**config.mk**
```make
export PLATFORM = sky130hd
export DESIGN_NAME = uart_tx_fifo
export DESIGN_NICKNAME = d
export VERILOG_FILES = /design/src/rtl/uart_tx_fifo_pkg.sv /design/src/rtl/uart_tx_fifo_sync_fifo.sv /design/src/rtl/uart_tx_fifo.sv
export SDC_FILE = /design/constraint.sdc
export NUM_CORES = 1
export LEC_CHECK = 0
export CAP_MARGIN = 20
export CORE_MARGIN = 3
export CORE_UTILIZATION = 50
export CTS_CLUSTER_SIZE = 28
export DETAILED_ROUTE_END_ITERATION = 10
export GPL_TIMING_DRIVEN = 0
export PLACE_DENSITY = 0.68
export SLEW_MARGIN = 40
export SYNTH_ARGS = -nofsm -noshare
export SYNTH_HDL_FRONTEND = slang
export SYNTH_SLANG_ARGS = --single-unit
```
**constraint.sdc**
```tcl
create_clock -name i_clk -period 2.9 [get_ports i_clk]
set_clock_uncertainty 0.1 [all_clocks]
set_input_delay 0.58 -clock i_clk [delete_from_list [all_inputs] [get_ports i_clk]]
set_output_delay 0.58 -clock i_clk [all_outputs]
set_load 0.01 [all_outputs]
```
**src/rtl/uart_tx_fifo_pkg.sv**
```systemverilog
// Shared UART definitions: data width, frame state encoding, byte payload type.
// Imported by the transmitter and its FIFO; the state encoding matches the rx side.
package uart_tx_fifo_pkg;

   localparam int unsigned DATA_BITS = 8;

   // Frame-level FSM states, in line order.
   typedef enum logic [1:0] {
      ST_IDLE  = 2'd0,
      ST_START = 2'd1,
      ST_DATA  = 2'd2,
      ST_STOP  = 2'd3
   } uart_state_e;

   typedef logic [DATA_BITS-1:0] uart_byte_t;

endpackage

```
**src/rtl/uart_tx_fifo_sync_fifo.sv**
```systemverilog
// Single-clock FIFO with registered pointers and occupancy count.
// Ports:
//   clk      in   system clock, rising edge
//   nrst     in   synchronous active-low reset (empties the FIFO)
//   wr_data  in   WIDTH  data written on push
//   push     in   write request; ignored when full
//   pop      in   read request; ignored when empty
//   rd_data  out  WIDTH  head entry (valid when not empty)
//   empty    out  count == 0
//   full     out  count == 2**DEPTH_LOG2
module sync_fifo #(
   parameter int unsigned WIDTH      = 8,
   parameter int unsigned DEPTH_LOG2 = 2
) (
   input  logic             clk,
   input  logic             nrst,
   input  logic [WIDTH-1:0] wr_data,
   input  logic             push,
   input  logic             pop,
   output logic [WIDTH-1:0] rd_data,
   output logic             empty,
   output logic             full
);

   localparam int unsigned DEPTH = 1 << DEPTH_LOG2;
   localparam int unsigned CNT_W = DEPTH_LOG2 + 1;
   localparam logic [CNT_W-1:0] FULL_CNT = CNT_W'(DEPTH);

   logic [WIDTH-1:0]      mem [DEPTH];
   logic [DEPTH_LOG2-1:0] wr_ptr;
   logic [DEPTH_LOG2-1:0] rd_ptr;
   logic [CNT_W-1:0]      count;
   logic                  do_push;
   logic                  do_pop;

   assign empty   = (count == '0);
   assign full    = (count == FULL_CNT);
   assign do_push = push & ~full;
   assign do_pop  = pop & ~empty;
   assign rd_data = mem[rd_ptr];

   // Storage: no reset needed, contents are qualified by count.
   always_ff @(posedge clk) begin
      if (do_push) begin
         mem[wr_ptr] <= wr_data;
      end
   end

   // Pointers wrap naturally at the power-of-two depth.
   always_ff @(posedge clk) begin
      if (!nrst) begin
         wr_ptr <= '0;
         rd_ptr <= '0;
         count  <= '0;
      end else begin
         if (do_push) begin
            wr_ptr <= wr_ptr + DEPTH_LOG2'(1);
         end
         if (do_pop) begin
            rd_ptr <= rd_ptr + DEPTH_LOG2'(1);
         end
         case ({do_push, do_pop})
            2'b10:   count <= count + CNT_W'(1);
            2'b01:   count <= count - CNT_W'(1);
            default: count <= count;
         endcase
      end
   end

endmodule

```
**src/rtl/uart_tx_fifo.sv**
```systemverilog
// UART 8N1 transmitter fed by a small byte FIFO; queued frames go out back-to-back.
// Ports:
//   i_clk    in   system clock, rising edge
//   i_nrst   in   synchronous active-low reset; aborts any frame and drops queued bytes
//   i_data   in   8  byte to transmit
//   i_valid  in   i_data valid; accepted on an edge where i_valid & o_ready
//   o_ready  out  FIFO not full
//   o_busy   out  frame in progress or FIFO non-empty
//   o_tx     out  serial line, LSB first, idles high (driven from a flop)
module uart_tx_fifo
   import uart_tx_fifo_pkg::*;
#(
   parameter int unsigned CLK_HZ          = 12000000,
   parameter int unsigned BAUD            = 115200,
   parameter int unsigned CLKS_PER_BIT    = CLK_HZ / BAUD,
   parameter int unsigned FIFO_DEPTH_LOG2 = 2
) (
   input  logic                 i_clk,
   input  logic                 i_nrst,
   input  logic [DATA_BITS-1:0] i_data,
   input  logic                 i_valid,
   output logic                 o_ready,
   output logic                 o_busy,
   output logic                 o_tx
);

   localparam int unsigned BAUD_W = (CLKS_PER_BIT > 1) ? $clog2(CLKS_PER_BIT) : 1;
   localparam logic [BAUD_W-1:0] BAUD_LAST = BAUD_W'(CLKS_PER_BIT - 1);
   localparam logic [2:0]        BIT_LAST  = 3'(DATA_BITS - 1);

   uart_state_e       state_q, state_d;
   logic [BAUD_W-1:0] baud_q, baud_d;
   logic [2:0]        bit_q, bit_d;
   uart_byte_t        shift_q, shift_d;
   logic              tx_q, tx_d;

   logic              pop;
   logic              push;
   logic              fifo_empty;
   logic              fifo_full;
   uart_byte_t        fifo_data;
   logic              bit_end;

   assign push    = i_valid & ~fifo_full;
   assign bit_end = (baud_q == BAUD_LAST);

   sync_fifo #(
      .WIDTH      (DATA_BITS),
      .DEPTH_LOG2 (FIFO_DEPTH_LOG2)
   ) u_fifo (
      .clk     (i_clk),
      .nrst    (i_nrst),
      .wr_data (i_data),
      .push    (push),
      .pop     (pop),
      .rd_data (fifo_data),
      .empty   (fifo_empty),
      .full    (fifo_full)
   );

   // State register and datapath flops.
   always_ff @(posedge i_clk) begin
      if (!i_nrst) begin
         state_q <= ST_IDLE;
         baud_q  <= '0;
         bit_q   <= '0;
         shift_q <= '0;
         tx_q    <= 1'b1;
      end else begin
         state_q <= state_d;
         baud_q  <= baud_d;
         bit_q   <= bit_d;
         shift_q <= shift_d;
         tx_q    <= tx_d;
      end
   end

   // Next-state logic. tx_d is the line level for the cycle after this edge,
   // so the line flop changes on the same edge as the state.
   always_comb begin
      state_d = state_q;
      baud_d  = baud_q;
      bit_d   = bit_q;
      shift_d = shift_q;
      tx_d    = tx_q;
      pop     = 1'b0;

      case (state_q)
         ST_IDLE: begin
            tx_d = 1'b1;
            if (!fifo_empty) begin
               pop     = 1'b1;
               shift_d = fifo_data;
               baud_d  = '0;
               state_d = ST_START;
               tx_d    = 1'b0;
            end
         end

         ST_START: begin
            if (bit_end) begin
               baud_d  = '0;
               bit_d   = '0;
               state_d = ST_DATA;
               tx_d    = shift_q[0];
            end else begin
               baud_d = baud_q + BAUD_W'(1);
            end
         end

         ST_DATA: begin
            if (bit_end) begin
               baud_d  = '0;
               shift_d = {1'b0, shift_q[DATA_BITS-1:1]};
               if (bit_q == BIT_LAST) begin
                  state_d = ST_STOP;
                  tx_d    = 1'b1;
               end else begin
                  bit_d = bit_q + 3'd1;
                  tx_d  = shift_q[1];
               end
            end else begin
               baud_d = baud_q + BAUD_W'(1);
            end
         end

         ST_STOP: begin
            if (bit_end) begin
               baud_d = '0;
               // Chain straight into the next start bit when more data is queued.
               if (!fifo_empty) begin
                  pop     = 1'b1;
                  shift_d = fifo_data;
                  state_d = ST_START;
                  tx_d    = 1'b0;
               end else begin
                  state_d = ST_IDLE;
                  tx_d    = 1'b1;
               end
            end else begin
               baud_d = baud_q + BAUD_W'(1);
            end
         end

         default: begin
            state_d = ST_IDLE;
            baud_d  = '0;
            tx_d    = 1'b1;
         end
      endcase
   end

   assign o_tx    = tx_q;
   assign o_ready = ~fifo_full;
   assign o_busy  = (state_q != ST_IDLE) | ~fifo_empty;

endmodule

```
[Word level (Yosys, flattened, before mapping)]
Memory sizes are Yosys's and may differ from the RTL's. A register that Yosys moved wholly into a read port is not among the register bits.
Index checks and enable logic that the tools add are counted.
Cells by class
  add/sub/neg operators: 6
  $mul: 0
  div/mod/pow operators: 0
  magnitude comparators: 0
  eq/ne operators: 14
  shifts and indexed selects: 0
  mux-type cells: 32
  bitwise gates (word level): 6
  reductions and logical operators: 11
Operators by type and width (number)
  $mux W8: 3
  $pmux W8 S3: 1
  $mux W2: 7
  $mux W7: 2
  $pmux W7 S2: 1
  $ne A2 B2 Y1 const B: 6
  $pmux W3 S2: 2
  $mux W1: 10
  $mux W3: 3
  $pmux W2 S4: 1
  $add A7 B1 Y7 const B: 1
  $eq A7 B7 Y1 const B: 1
  $add A3 B1 Y3 const B: 2
  $eq A2 B2 Y1 const B: 3
  $eq A3 B3 Y1 const B: 2
  $reduce_and A3 Y1: 2
  $reduce_bool A2 Y1: 3
  $reduce_and A5 Y1: 1
  $add A2 B1 Y2 const B: 2
  $eq A2 B1 Y1 const B: 2
  $pmux W1 S4: 1
  $reduce_and A4 Y1: 1
  $and A1 B1 Y1: 3
  $logic_not A3 Y1: 1
  7 further kinds: 8
Storage, ports and cells
  bits in registers: 28
  bits in latches: 0
  memory bits (writable): 32
  ROM bits: 0
  input bits: 11
  output and inout bits: 3
  logic and storage cells: 78
  memories kept: 1
Memory list
  u_fifo.mem: words 4, width 8, rd ports 1, clocked after memory_dff 1, wr ports 1, RTL line uart_tx_fifo_sync_fifo.sv:29  | logic [WIDTH-1:0] mem [DEPTH];

[Depth between registers and ports, before layout]
  word-level depth: 7
  gate-level depth with buffers: 9
  gate-level depth less buffers: 9

[Cells and area by module]
A second synthesis with hierarchy kept.
Unflattened totals
  cells, all modules: 240
  area, all modules: 2939.1 µm²
Modules (own cells, without submodules)
  sync_fifo: instances 1, cells each 96, area each 1644.1 µm², sequential area each 1141.1 µm²
  uart_tx_fifo: instances 1, cells each 144, area each 1295.0 µm², sequential area each 420.4 µm²

[Least setup slack after synthesis]
OpenSTA, ideal clock, no wires.
  path type: reg2reg
  from: register baud_q[4]
  to: register u_fifo.count[2]
  setup time: 0.071 ns
  data arrival time: 2.189 ns
  required time: 2.729 ns
  slack: 0.541 ns
  cell stages (with the launch flop): 9
  buffers on the path: 0
  clock period less this slack: 2.359 ns
  cells stage by stage: dfxtp_1 -> and4bb_2 -> a41oi_1 -> nor3_1 -> ha_1 -> fa_1 -> xnor2_1 -> or3_1 -> a21oi_1
Between the ends
  cells in the longest elaborated chain, start to end: 6
Ends and longest elaborated chain
  start: declaration: RTL line uart_tx_fifo.sv:32  | logic [BAUD_W-1:0] baud_q, baud_d;
  start signal: assignment: RTL line uart_tx_fifo.sv:71  | baud_q <= baud_d;
  $eq A7 B7 Y1 (*): RTL line uart_tx_fifo.sv:45  | assign bit_end = (baud_q == BAUD_LAST);
  $mux W1 (*): RTL line uart_tx_fifo.sv:128  | if (bit_end) begin
  $pmux W1 S2 (*): RTL line uart_tx_fifo.sv:88  | case (state_q)
  $and A1 B1 Y1 (*): RTL line uart_tx_fifo_sync_fifo.sv:39  | assign do_pop = pop & ~empty;
  named net u_fifo.do_pop: RTL line uart_tx_fifo_sync_fifo.sv:34  | logic do_pop;
  $eq A2 B1 Y1 or $eq A2 B2 Y1 (tied branches): RTL line uart_tx_fifo_sync_fifo.sv:62  | case ({do_push, do_pop})
  $pmux W3 S2 or $reduce_bool A2 Y1 (tied branches)
  end signal: assignment: RTL line uart_tx_fifo_sync_fifo.sv:63  | 2'b10: count <= count + CNT_W'(1);
  end signal: assignment: RTL line uart_tx_fifo_sync_fifo.sv:64  | 2'b01: count <= count - CNT_W'(1);
  end signal: assignment: RTL line uart_tx_fifo_sync_fifo.sv:65  | default: count <= count;
  end: declaration: RTL line uart_tx_fifo_sync_fifo.sv:32  | logic [CNT_W-1:0] count;
Mark *: on every way through the listed nets, which the timed path passes. The rest lies on a longest branch.
A chain may end at the register's enable or synchronous reset.

[Worst setup path after layout]
  from: register u_fifo.count[0]
  to: output o_busy
Between the ends
  cells in the longest elaborated chain, start to end: 3
Ends and longest elaborated chain
  $logic_not A3 Y1: RTL line uart_tx_fifo_sync_fifo.sv:36  | assign empty = (count == '0);
  $not A1 Y1: RTL line uart_tx_fifo.sv:155  | assign o_busy = (state_q != ST_IDLE) | ~fifo_empty;
  $or A1 B1 Y1: RTL line uart_tx_fifo.sv:155
  end: declaration: RTL line uart_tx_fifo.sv:23  | output logic o_busy,
Every way passes these cells.

==> flow_summary.json <==
{
  "place_inst": 306,
  "hp-class": "flop to flop",
  "finalSetupTns_ns": 0,
  "stdcell_area_um2": 3220,
  "cts-htree-levels": 3,
  "gr-total-overflow": 0,
  "start_util_pct": 53.2,
  "grt_pass1_vias": 1746,
  "ys.flop_type": "edfxtp_1",
  "synthCells": 224,
  "final_layout_size_suffix_gt1_share_pct": 14.3,
  "synth_fp_nets": 249,
  "ios": 14,
  "fmax_mhz": 369,
  "path_clk_slew_ns": 0.06,
  "clock-root-buffer": "clkbuf_8",
  "dpl_cell_area_um2": 3010,
  "seq_power_share_pct": 40.6,
  "routed_wl_mm": 4.88,
  "via_count": 1807,
  "fp.dieArea_um2": 6540,
  "cts_tree": "done",
  "seq_area_frac_synth_pct": 55.7,
  "async_flop_share_pct": 0,
  "cp_cell_sequence": "nor3_2 > and2_1 > inv_2 > clkdlybuf4s50_1",
  "core_area_um2": 5270,
  "clock_path_buffers": 2,
  "dr.pass1.iters": 4,
  "p_int_w": 0.00197,
  "avgSynthCellArea_um2": 12.5,
  "p_clk_share_pct": 27.6,
  "maxSlewViolCount": 0,
  "antenna_found_initial": 0,
  "nets": 272,
  "gp_congestion": 0.826,
  "fin_crit_sh_pct": 93.4,
  "drc": 0,
  "final_cell_mix": "edfxtp_1 (32), dfxtp_1 (30), nand2_1 (23)",
  "io_buffer_count": 12,
  "crit_path_end_kind": "output port",
  "cts_hold_buf": 0,
  "setup_viol": 0,
  "grt.total_usage_pct": 17.3,
  "wl_per_cell_um": 15.2,
  "crit_type": "flop to output port",
  "die_w_um": 80.9,
  "power.switching_w": 0.000894,
  "clk_latency_ns": 0.33,
  "antenna_cells": 0,
  "cpPeakStageDelay_ns": 0.49,
  "layout_commonest_cell": "edfxtp_1",
  "synth-seq-cells": 62,
  "synthesis.area_um2": 2810,
  "clkSinkCount": 62,
  "hpwl_mm": 3.36,
  "crit_path_start_kind": "flop",
  "min_period_ns": 2.71,
  "ant_nets": 0,
  "yosysWarnings": 0,
  "drtIter0Drc": 118,
  "cp.required_ns": 2.22,
  "max_slew_margin_pct": 59.9,
  "p_leak_nw": 1.16,
  "synth-edff-count": 32,
  "grt_pass1_wl_mm": 8.39,
  "swShare_pct": 31.3,
  "cap_violations": 0,
  "final_hold_viol_count": 0,
  "post-route-util_pct": 61.0,
  "p_per_area_nw_per_um2": 889,
  "comb_power_share_pct": 31.8,
  "cts_buffers": 9,
  "worstMarginPinSlew_ns": 0.596,
  "instances_no_fill": 321,
  "areaGrowthSynthToFinish_pct": 14.6,
  "ys_types": 47,
  "die_height_um": 80.9,
  "critPathSlowestCell": "clkdlybuf4s50_1",
  "rows": 26,
  "arrival_ns": 2.03,
  "rsz0062_at_grt": "no",
  "path_max_fanout": 7,
  "via_per_inst": 5.63,
  "peakVddDrop_mv": 0.541,
  "grt_max_degree": 11,
  "status": "finished clean"
}
-- cell usage after synthesis, types with 2 or more instances --
library cell	instances	area (µm²)
buf_2	3	15.0
inv_1	9	33.8
ha_1	13	163
mux2i_1	6	60.1
xnor2_1	2	17.5
a311oi_1	9	78.8
nand2_1	23	86.3
and3_1	7	43.8
a21oi_1	15	75.1
clkbuf_1	5	18.8
a41oi_1	4	35.0
nand2b_1	6	37.5
or3_1	2	12.5
and2_1	2	12.5
mux4_2	8	180
edfxtp_1	32	961
nand3_1	3	15.0
dfxtp_1	30	601
a31o_2	2	17.5
nor2_1	9	33.8
nor2b_1	2	12.5
nor3_1	3	15.0
o211ai_1	2	15.0
o21ai_0	4	20.0
-- metal layers --
layer  vias to the layer above  global-route usage, %  routed length (µm)
met1                       876                   23.6                2370
met5                         -                      0                   0
met3                         6                   5.10                 160
met4                         0                   8.78                  69
li1                        895                      -                   -
met2                        30                   25.2                2270
-- through the flow --
step                setup slack [ns]  power (W)  hold WS (ns)
finish                         0.193    0.00286         0.375
global route                  0.0487    0.00306         0.396
CTS                           0.0820    0.00288         0.375
detailed placement             0.162    0.00209         0.369
global placement               0.188    0.00208         0.361
floorplan                      0.541    0.00185         0.344
-- final timing paths --
| kind | from | to | slack, ns | depth (start not counted) |
|---|---|---|---|---|
| hold / removal | u_fifo.rd_ptr[1]$_SDFFE_PN0P_ | u_fifo.rd_ptr[1]$_SDFFE_PN0P_ | 0.37 | 2 |
| setup reg to reg | state_q[1]$_SDFFE_PN0P_ | u_fifo.count[2]$_SDFFE_PN0P_ | 0.25 | 9 |
| setup / recovery | u_fifo.count[0]$_SDFFE_PN0P_ | o_busy | 0.19 | 4 |
| hold reg to reg | u_fifo.rd_ptr[1]$_SDFFE_PN0P_ | u_fifo.rd_ptr[1]$_SDFFE_PN0P_ | 0.37 | 2 |
-- worst max-delay path, delay by kind of cell (launching register included) --
kind | cells | cell delay, ns
simple gates | 2 | 0.75
buf+inv | 2 | 0.59
flops | 1 | 0.36
-- power groups by stage --
stage               Clock (W)  Combinational (W)  Sequential (W)
floorplan                   0           0.000695         0.00116
global placement            0           0.000902         0.00117
detailed placement          0           0.000910         0.00118
CTS                  0.000809           0.000914         0.00116
global route         0.000852            0.00103         0.00118
finish               0.000790           0.000909         0.00116
-- logic make-up after synthesis --
group	after synthesis	share of synthesized area (%)
AOI/OAI and AO/OA	46	12.4
xor gates and xnor gates	3	0.937
adders and majority gates	14	6.51
buffers and inverters	18	2.54
DFF	62	55.7
muxes	15	8.97
and+or+nand+nor	66	13.0
-- layout make-up --
type                    count  area, µm²
plain buffers               8       33.8
repair buffers             12        120
well taps                  70       87.6
clock buffers              10        128
inverters                  10       37.5
clock inverters             5       75.1
fillers                   463       2050
flip-flops and latches     62       1560
multi-input cells         144       1170
-- timing repair --
action,4_1_cts,5_1_grt
setup buffers,0,0
endpoints found under the setup margin,0,1
gates resized for setup,0,1
-- registers in the layout, summed over array words and instances (netlist names), named ones only --
| register | count |
|---|---|
| shift_q | 8 |
| u_fifo.rd_ptr | 2 |
| u_fifo.wr_ptr | 2 |
| o_tx | 1 |
| bit_q | 3 |
| u_fifo.mem | 32 |
| baud_q | 7 |
| state_q | 2 |
| u_fifo.count | 3 |
Note: power is estimated with default switching activity, not from simulation.
